[config.mk]
export PLATFORM = sky130hd
export DESIGN_NAME = rr_arbiter_4way
export DESIGN_NICKNAME = d
export VERILOG_FILES = /design/src/rtl/rr_arbiter_4way.sv
export SDC_FILE = /design/constraint.sdc
export NUM_CORES = 1
export LEC_CHECK = 0
export BUFFER_PORTS_ARGS = -buffer_cell sky130_fd_sc_hd__buf_2
export CAP_MARGIN = 20
export CELL_PAD_IN_SITES_DETAIL_PLACEMENT = 1
export CELL_PAD_IN_SITES_GLOBAL_PLACEMENT = 1
export CORE_MARGIN = 1
export CORE_UTILIZATION = 40
export DETAILED_ROUTE_END_ITERATION = 10
export HOLD_SLACK_MARGIN = 0.15
export PLACE_DENSITY = 0.79
export REMOVE_ABC_BUFFERS = 1
export SLEW_MARGIN = 20
export SYNTH_ARGS = -nofsm -noshare
export SYNTH_HDL_FRONTEND = slang
export SYNTH_SLANG_ARGS = --single-unit
[constraint.sdc]
create_clock -name clock_i -period 2.7 [get_ports clock_i]
set_input_delay 0.27 -clock clock_i [delete_from_list [all_inputs] [get_ports clock_i]]
set_output_delay 0.27 -clock clock_i [all_outputs]
set_load 0.1 [all_outputs]
[src/rtl/rr_arbiter_4way.sv]
// -----------------------------------------------------------------------------
// rr_arbiter_4way
//   Round-robin arbiter that shares one resource among four requesters. The
//   grant is a registered one-hot enable plus a 2-bit owner index. The grant is
//   held until one of three things happens: the owner releases it, the owner
//   drops its request, or the optional hold limit expires. After every grant
//   there is exactly one idle turnaround cycle (GAP) before the next owner.
//
// Parameters
//   MAX_HOLD       maximum consecutive BUSY cycles per grant (0 = unlimited)
//   CNT_W          hold-counter width, 2**CNT_W must exceed MAX_HOLD
//
// Ports
//   clock_i        rising-edge clock
//   reset_n_i      synchronous reset, active low
//   req_i[3:0]     level request per requester, held until served
//   release_i      owner finished; only looked at while BUSY
//   grant_o[3:0]   one-hot grant, 4'b0000 when nobody owns the resource
//   grant_idx_o    index of the owner, meaningful only when grant_valid_o=1
//   grant_valid_o  high exactly while a grant is active (state BUSY)
//   timeout_o      one-cycle pulse: grant was revoked by the hold limit alone
// -----------------------------------------------------------------------------
module rr_arbiter_4way #(
    parameter int MAX_HOLD = 16,
    parameter int CNT_W    = 5
) (
    input  logic       clock_i,
    input  logic       reset_n_i,
    input  logic [3:0] req_i,
    input  logic       release_i,
    output logic [3:0] grant_o,
    output logic [1:0] grant_idx_o,
    output logic       grant_valid_o,
    output logic       timeout_o
);

    typedef enum logic [1:0] {
        ST_IDLE = 2'd0,
        ST_BUSY = 2'd1,
        ST_GAP  = 2'd2
    } state_t;

    // Counter value seen in the last allowed BUSY cycle. Unused when the
    // limit is disabled, but kept well defined so the compare never wraps.
    localparam logic [CNT_W-1:0] HOLD_LAST =
        (MAX_HOLD == 0) ? '0 : CNT_W'(MAX_HOLD - 1);

    state_t           state_q,       state_d;
    logic [3:0]       grant_q,       grant_d;
    logic [1:0]       grant_idx_q,   grant_idx_d;
    logic             grant_valid_q, grant_valid_d;
    logic             timeout_q,     timeout_d;
    logic [CNT_W-1:0] hold_cnt_q,    hold_cnt_d;
    logic [1:0]       last_q,        last_d;

    logic [2:0]       pick;          // {found, index}
    logic             owner_done;
    logic             limit_hit;

    // Search last+1, last+2, last+3, last (mod 4); the first hit wins. The loop
    // runs from the lowest priority upward so the highest-priority hit is the
    // one left standing. 2'(4) wraps to 0, giving the "last" slot.
    function automatic logic [2:0] rr_pick(input logic [3:0] req,
                                           input logic [1:0] last);
        logic [2:0] res;
        logic [1:0] cand;
        res = 3'b000;
        for (int k = 4; k >= 1; k--) begin
            cand = last + 2'(k);
            if (req[cand]) begin
                res = {1'b1, cand};
            end
        end
        return res;
    endfunction

    always_comb begin
        pick       = rr_pick(req_i, last_q);
        owner_done = release_i || !req_i[grant_idx_q];
        limit_hit  = (MAX_HOLD != 0) && (hold_cnt_q == HOLD_LAST);
    end

    always_comb begin
        state_d       = state_q;
        grant_d       = grant_q;
        grant_idx_d   = grant_idx_q;
        last_d        = last_q;
        hold_cnt_d    = hold_cnt_q;
        timeout_d     = 1'b0;

        case (state_q)
            // IDLE and GAP arbitrate identically; GAP exists only so that the
            // previous owner's grant is guaranteed to be low for one cycle.
            ST_IDLE, ST_GAP: begin
                if (pick[2]) begin
                    state_d     = ST_BUSY;
                    grant_d     = 4'b0001 << pick[1:0];
                    grant_idx_d = pick[1:0];
                    hold_cnt_d  = '0;
                end else begin
                    state_d     = ST_IDLE;
                    grant_d     = 4'b0000;
                end
            end

            ST_BUSY: begin
                if (owner_done || limit_hit) begin
                    state_d   = ST_GAP;
                    grant_d   = 4'b0000;
                    last_d    = grant_idx_q;
                    // A voluntary exit in the same cycle masks the timeout.
                    timeout_d = limit_hit && !owner_done;
                end else if (hold_cnt_q != '1) begin
                    hold_cnt_d = hold_cnt_q + CNT_W'(1);
                end
            end

            default: begin
                state_d = ST_IDLE;
                grant_d = 4'b0000;
            end
        endcase

        grant_valid_d = (state_d == ST_BUSY);
    end

    always_ff @(posedge clock_i) begin
        if (!reset_n_i) begin
            state_q       <= ST_IDLE;
            grant_q       <= 4'b0000;
            grant_idx_q   <= 2'd0;
            grant_valid_q <= 1'b0;
            timeout_q     <= 1'b0;
            hold_cnt_q    <= '0;
            last_q        <= 2'd3;   // requester 0 is first in line
        end else begin
            state_q       <= state_d;
            grant_q       <= grant_d;
            grant_idx_q   <= grant_idx_d;
            grant_valid_q <= grant_valid_d;
            timeout_q     <= timeout_d;
            hold_cnt_q    <= hold_cnt_d;
            last_q        <= last_d;
        end
    end

    assign grant_o       = grant_q;
    assign grant_idx_o   = grant_idx_q;
    assign grant_valid_o = grant_valid_q;
    assign timeout_o     = timeout_q;

endmodule

==> metrics.md, run 1 <==
| Metric | Value |
|---|---|
| Outcome | `finished, final reports clean` |
| Leakage power | `0.405 nW` |
| CTS sink cnt | `17` |
| Max-slew headroom | `0.639` |
| Num rows | `16` |
| Synthesis-to-layout area growth | `15.3%` |
| Vias in the first global route | `roughly 650` |
| Diode count | `0` |
| Busiest grt layer | `met2` |
| Minimum clock period | `about 2.3 ns` |
| Initial antenna violation count | `0` |
| Maximum vdd drop | `around 0.00033 V` |
| Antenna-violating nets left | `0` |
| Setup crit end kind | `register` |
| Setup WS post-layout | `0.401 ns` |
| CTS tree | `done` |
| Die area | `about 2300 µm²` |
| Share of cells above drive strength 1 | `0.221` |
| Pre-CTS setup slack | `0.442 ns` |
| RSZ-0062 raised after global routing | `false` |
| Total track usage | `0.180` |
| Htree depth | `1` |
| Count of final hold-check violations | `0` |
| CP max FO | `5` |
| R2R setup slack | `roughly 0.4 ns` |
| GR Util met1 | `0.218` |
| Fin. max-slew vios | `0` |
| Final setup vio count | `0` |
| Grt met2 use | `0.288` |
| Largest net degree at the start of global routing | `17` |
| First-pass GRT wire length | `2770 µm` |
| Arr. time, crit path | `approximately 2.5 ns` |
| Met3 Use GR | `0.0453` |
| Routed WL per cell | `~14 µm` |
| PortBufs | `14` |
| R2r endpoint | `hold_cnt_q[4]` |
| Die Y | `~48 µm` |
| CP Launch Type | `register` |
| WL final | `roughly 1900 µm` |
| Worst Hold End | `timeout_o` |
| DR vias/cell | `between 5 and 6` |
| Pwr/cell area | `between 500 and 600 nW/µm²` |
| Hold Path Origin | `release_i` |
| Hold buffer count at cts | `0` |
| Critical setup path kind | `register to register` |
| DR iter-0 viols | `7` |
| Avg Cell Area, Syn | `around 9.6 µm²` |
| Max Cap Viol | `0` |
| Hold path cells | `2` |
| Resized cells post-CTS | `0` |
| Maximum clock path buffer count | `2` |
| Root Buffer | `clkbuf_4` |
| Worst-Skew Late Latency | `0.29 ns` |
| Final net count | `around 120` |
| Postcts setup bufs | `0` |
| Vias | `716` |
| Drt first pass iters | `4` |
| Boundary Pins | `15` |
| Post-Synthesis Cell Area | `around 830 µm²` |
| Critical Path RT | `between 2 and 3 ns` |
| Fmax | `435 MHz` |
| FF/Latch Area | `roughly 340 µm²` |
| Yosys cell types | `32` |
| Reg2reg start | `hold_cnt_q[0]` |
| Fill count | `approximately 250` |
| Syn. warnings | `0` |
| Number of CTS-inserted buffers | `3` |
| Worst min path class | `input pin to register` |
| GRT Residual Overflow | `0` |
| Placer Congestion | `roughly 0.86` |
| Clock Pin Slew Worst Setup and Hold Paths | `approximately 0.1 ns` |
| Dpl hpwl | `~1400 µm` |
| Register-to-Register Path Depth | `7` |
| Die span in x | `roughly 48 µm` |
| Layout Skew | `slightly above 0.004 ns` |
| Worst Tran Pin Value | `0.535 ns` |
| Core area | `~2000 µm²` |
| Seq/Total Area, Yosys | `0.409` |
| Setup TNS | `0 ns` |
| Hold Worst Slack | `0.222 ns` |
| DR DRC count | `0` |
| Initial Utilization | `0.424` |
| Cells after Synth | `87` |
| Post-synthesis register bit count | `17` |
| Period utilization | `0.851` |
| Combined area of the multi-input logic cells | `between 400 and 500 µm²` |
## critical path: stages (launching register included)
cell	delay [ns]
dfxtp_1	0.34
ha_1	0.22
and3_1	0.20
ha_1	0.24
nor4b_1	0.52
nand3b_1	0.26
and3_1	0.25
o21a_1	0.16
## synth_stat cells
library cell | instances | area, µm²
a21boi_0 | 3 | 22.5
a21o_1 | 2 | 15.0
a21oi_1 | 3 | 15.0
a22o_1 | 2 | 17.5
a31oi_1 | 1 | 6.26
and2b_2 | 1 | 8.76
and3_1 | 4 | 25.0
and3_4 | 1 | 11.3
clkbuf_1 | 1 | 3.75
dfxtp_1 | 17 | 340
ha_1 | 3 | 37.5
inv_1 | 2 | 7.51
mux2i_1 | 2 | 20.0
mux4_2 | 1 | 22.5
nand2_1 | 8 | 30.0
nand2b_1 | 2 | 12.5
nand3_1 | 3 | 15.0
nand3b_1 | 3 | 22.5
nand4_1 | 1 | 6.26
nand4b_1 | 2 | 17.5
nor2_1 | 7 | 26.3
nor2b_1 | 1 | 6.26
nor3b_1 | 1 | 7.51
nor3b_4 | 1 | 18.8
nor4b_1 | 2 | 17.5
o211ai_1 | 1 | 7.51
o21a_1 | 1 | 7.51
o21ai_0 | 4 | 20.0
o221a_2 | 1 | 11.3
o2bb2ai_1 | 2 | 17.5
o311ai_0 | 1 | 8.76
xor2_1 | 3 | 26.3
## through the flow
step	area, µm²	utilization	power, mW	cells
2_1_floorplan	828	-	0.405	86
3_3_place_gp	932	0.475	0.438	127
3_5_place_dp	932	0.475	0.440	127
4_1_cts	960	0.489	0.580	131
5_1_grt	960	0.489	0.602	131
6_report	960	0.489	0.574	131
## worst max path at each step
stage / start / end / cells after the start
2_1_floorplan: grant_idx_o[0] / grant_o[0] / 4
3_3_place_gp: hold_cnt_q[0] / hold_cnt_q[4] / 7
3_5_place_dp: hold_cnt_q[0] / hold_cnt_q[4] / 7
4_1_cts: hold_cnt_q[0] / hold_cnt_q[4] / 7
5_1_grt: hold_cnt_q[0] / hold_cnt_q[4] / 7
6_report: hold_cnt_q[0] / hold_cnt_q[4] / 7
## flip-flops by register name, indices dropped and copies added, names as in the netlist
name	flops
timeout_o	1
grant_valid_o	1
grant_o	4
grant_idx_o	2
last_q	2
state_q	2
hold_cnt_q	5
## layout by cell type (no fill, tap or decap), drive strengths merged, types with 4 or more instances in the layout
master,synthesis,final
dfxtp,17,17
buf,0,14
nand2,8,8
o21ai,4,4
nor2,7,7
and3,5,5
## report_power, final
group	switching, mW	leakage [nW]	internal (mW)
Sequential	0.0144	0.139	0.266
Combinational	0.113	0.248	0.0419
Clock	0.0834	0.0177	0.0551
## layer usage
layer / vias up / share of wire
met2: 12 / 0.49
met4: 0 / 0.0079
li1: 358 / -
met1: 344 / 0.46
met3: 2 / 0.040
met5: - / 0
## area by class of cell
class,instances,area share
multi-input cells,67,0.501
flip-flops and latches,17,0.355
repair buffers,14,0.0730
well taps,27,0.0352
clock buffers,3,0.0235
inverters,2,0.00782
clock inverters,1,0.00522
## cells by family (layout without fill, tap and decap cells)
group,Yosys count,in the layout,synth area share
flip-flops,17,17,0.409
AO/OA/AOI/OAI,21,21,0.179
buffers and inverters,3,20,0.0135
AND/OR/NAND/NOR,37,37,0.271
adder cells (fa/ha/maj),3,3,0.0451
multiplexers,3,3,0.0511
XOR/XNOR,3,3,0.0316
No activity file was read; power rests on OpenSTA's default activity.
==> inputs of run 2 (changes only) <==
--- a/config.mk
+++ b/config.mk
@@ -5,7 +5,7 @@
 export SDC_FILE = /design/constraint.sdc
 export NUM_CORES = 1
 export LEC_CHECK = 0
-export BUFFER_PORTS_ARGS = -buffer_cell sky130_fd_sc_hd__buf_2
+export BUFFER_PORTS_ARGS = -buffer_cell sky130_fd_sc_hd__buf_4
 export CAP_MARGIN = 20
 export CELL_PAD_IN_SITES_DETAIL_PLACEMENT = 1
 export CELL_PAD_IN_SITES_GLOBAL_PLACEMENT = 1
==> run 2 against run 1 <==
  * Clock skew is 0.0028 ns lower
  * Die area unchanged
  * Routed wire length increased by 1.9%
  * Hold slack worse by 0.026 ns
  * Maximum frequency about the same
  * Core utilization up 1.7 points
  * Clock power is 4% lower
  * Flip-flop and latch count stayed put
  * Count of clock-buffer cells in the layout grew 1
  * Critical path type unchanged
  * Highest routed layer unchanged
==> metrics.md, run 2 (same netlist as run 1, synthesis figures left out) <==
| Metric | Value |
|---|---|
| Antenna-violating nets left | `0 (unchanged)` |
| Placer Congestion | `0.833 (-3.3%)` |
| Synthesis-to-layout area growth | `19.4%` |
| Num rows | `16 (unchanged)` |
| Final net count | `115 (unchanged)` |
| Crit path largest cell delay | `0.50 ns (-0.02 ns)` |
| Boundary Pins | `15 (unchanged)` |
| Arr. time, crit path | `2.49 ns (about the same)` |
| Fin cells | `131 (unchanged)` |
| Setup TNS | `0 ns (unchanged)` |
| Largest net degree at the start of global routing | `17 (unchanged)` |
| Layout Skew | `0.00131 ns (-0.00280 ns)` |
| Pwr/cell area | `581 nW/µm² (-2.9%)` |
| Core area | `1960 µm² (unchanged)` |
| Final setup vio count | `0 (unchanged)` |
| RSZ-0062 raised after global routing | `false` |
| Die Y | `47.6 µm (unchanged)` |
| Dpl hpwl | `1500 µm (+4.2%)` |
| Fmax | `435 MHz (about the same)` |
| Resized cells post-CTS | `0 (unchanged)` |
| Comb pwr share | `0.282 (+0.012)` |
| Period utilization | `0.852 (about the same)` |
| Psw | `204 µW (-3.3%)` |
| Root Buffer | `clkbuf_4` |
| Sw Ratio | `0.354 (-0.0141)` |
| DR iter-0 viols | `4 (-3)` |
| Htree depth | `1 (unchanged)` |
| Fill count | `245 (-3.5%)` |
| Setup WS post-layout | `0.401 ns (-0.000679 ns)` |
| Routed WL per cell | `14.7 µm (+1.9%)` |
| Worst Tran Pin Value | `0.495 ns (-0.0391 ns)` |
| Total track usage | `0.193 (+0.0124)` |
| Die area | `2270 µm² (unchanged)` |
| Clock share of power | `0.232 (-0.009)` |
| Commonest non-fill, non-tap cell in the layout | `dfxtp_1` |
| Clock Pin Slew Worst Setup and Hold Paths | `0.09 ns (about the same)` |
| Max-slew headroom | `0.665 (+0.0265)` |
| Count of final hold-check violations | `0 (unchanged)` |
| Slowest library cell on the worst path | `nor4b_1` |
| Max Cap Viol | `0 (unchanged)` |
| Maximum clock path buffer count | `2 (unchanged)` |
| DR DRC count | `0 (unchanged)` |
| Most frequent cells in the layout | `17 x dfxtp_1, 14 x buf_4, 8 x nand2_1` |
| CTS sink cnt | `17 (unchanged)` |
| Die span in x | `47.6 µm (unchanged)` |
| Number of CTS-inserted buffers | `3 (unchanged)` |
| Drt first pass iters | `4 (unchanged)` |
| Leakage power | `0.408 nW (+0.84%)` |
| Combined area of the multi-input logic cells | `480 µm² (unchanged)` |
| Initial Utilization | `0.424 (unchanged)` |
| Initial antenna violation count | `0 (unchanged)` |
| Hold buffer count at cts | `0 (unchanged)` |
| CP Cell Sequence | `ha_1 -> and3_1 -> ha_1 -> nor4b_1 -> nand3b_1 -> and3_1 -> o21a_1` |
| Outcome | `finished, final reports clean` |
| Fin. max-slew vios | `0 (unchanged)` |
| DR vias/cell | `5.36 (-2.0%)` |
| Maximum vdd drop | `0.000272 V (-17%)` |
| First-pass GRT wire length | `2950 µm (+6.5%)` |
| PortBufs | `14 (unchanged)` |
| Critical setup path kind | `register to register` |
| FF/Latch Area | `340 µm² (unchanged)` |
| CTS tree | `done` |
| Minimum clock period | `2.30 ns (+0.000679 ns)` |
| Worst min path class | `input pin to register` |
| Max FFs per register | `5 (unchanged)` |
| DP Cell Count | `127 (unchanged)` |
| CP max FO | `5 (unchanged)` |
| Critical Path RT | `2.89 ns (about the same)` |
| Setup crit end kind | `register` |
| Postcts setup bufs | `0 (unchanged)` |
| CP Launch Type | `register` |
| Pre-CTS setup slack | `0.432 ns (-0.00971 ns)` |
| WL final | `1920 µm (+1.9%)` |
| Hold Worst Slack | `0.195 ns (-0.0264 ns)` |
| GRT Residual Overflow | `0 (unchanged)` |
| Vias in the first global route | `676 (+4.3%)` |
| Share of cells above drive strength 1 | `0.212 (-0.00962)` |
| Vias | `702 (-2.0%)` |
| Biggest register | `hold_cnt_q` |
| Worst-Skew Late Latency | `0.29 ns (about the same)` |
| Diode count | `0 (unchanged)` |
| Internal power | `373 µW (+2.8%)` |
| Register share of total power | `0.487 (about the same)` |
-- run 2: area by class of cell --
cell class / count / share of cell area
tap: 27 / 0.0340
timing repair buffer: 14 / 0.106
clock buffer: 4 / 0.0264
inverter: 2 / 0.00756
multi-input combinational: 67 / 0.484
sequential: 17 / 0.343
-- run 2: worst max-delay path, delay by kind of cell, from the launching register on --
family / cells / cell delay [ns]
AOI/OAI and AO/OA: 1 / 0.15
adders and majority gates: 2 / 0.48
DFF: 1 / 0.34
and+or+nand+nor: 4 / 1.24
-- run 2: worst paths after layout --
path                                     from            end  slack [ns]  depth (start not counted)
worst max-delay path            hold_cnt_q[0]  hold_cnt_q[4]        0.40                          7
worst max register to register  hold_cnt_q[0]  hold_cnt_q[4]        0.40                          7
worst min-delay path                release_i      timeout_o        0.20                          2
worst min register to register     grant_o[1]     grant_o[1]        0.48                          1
-- run 2: layer usage --
layer	track usage	vias to the layer above	part of all wire	wire (µm)
met5	0	-	0	0
met4	0.100	0	0.0078	15
met3	0.0340	2	0.032	61
met2	0.329	8	0.50	965
met1	0.232	337	0.46	880
li1	-	355	-	-
-- run 2: per-stage QoR --
stage          utilization  total power, mW  cell area [µm²]
5_1_grt              0.506            0.609              993
6_report             0.506            0.577              993
3_5_place_dp         0.493            0.450              967
2_1_floorplan            -            0.405              828
4_1_cts              0.506            0.586              993
3_3_place_gp         0.493            0.446              967
-- run 2: power by group through the flow --
stage | sequential, mW | combinational, mW | clock, mW
final | 0.281 | 0.162 | 0.134
after global routing | 0.283 | 0.174 | 0.152
after detailed placement | 0.287 | 0.163 | 0
after global placement | 0.286 | 0.160 | 0
after floorplan | 0.347 | 0.0573 | 0
after CTS | 0.281 | 0.164 | 0.141
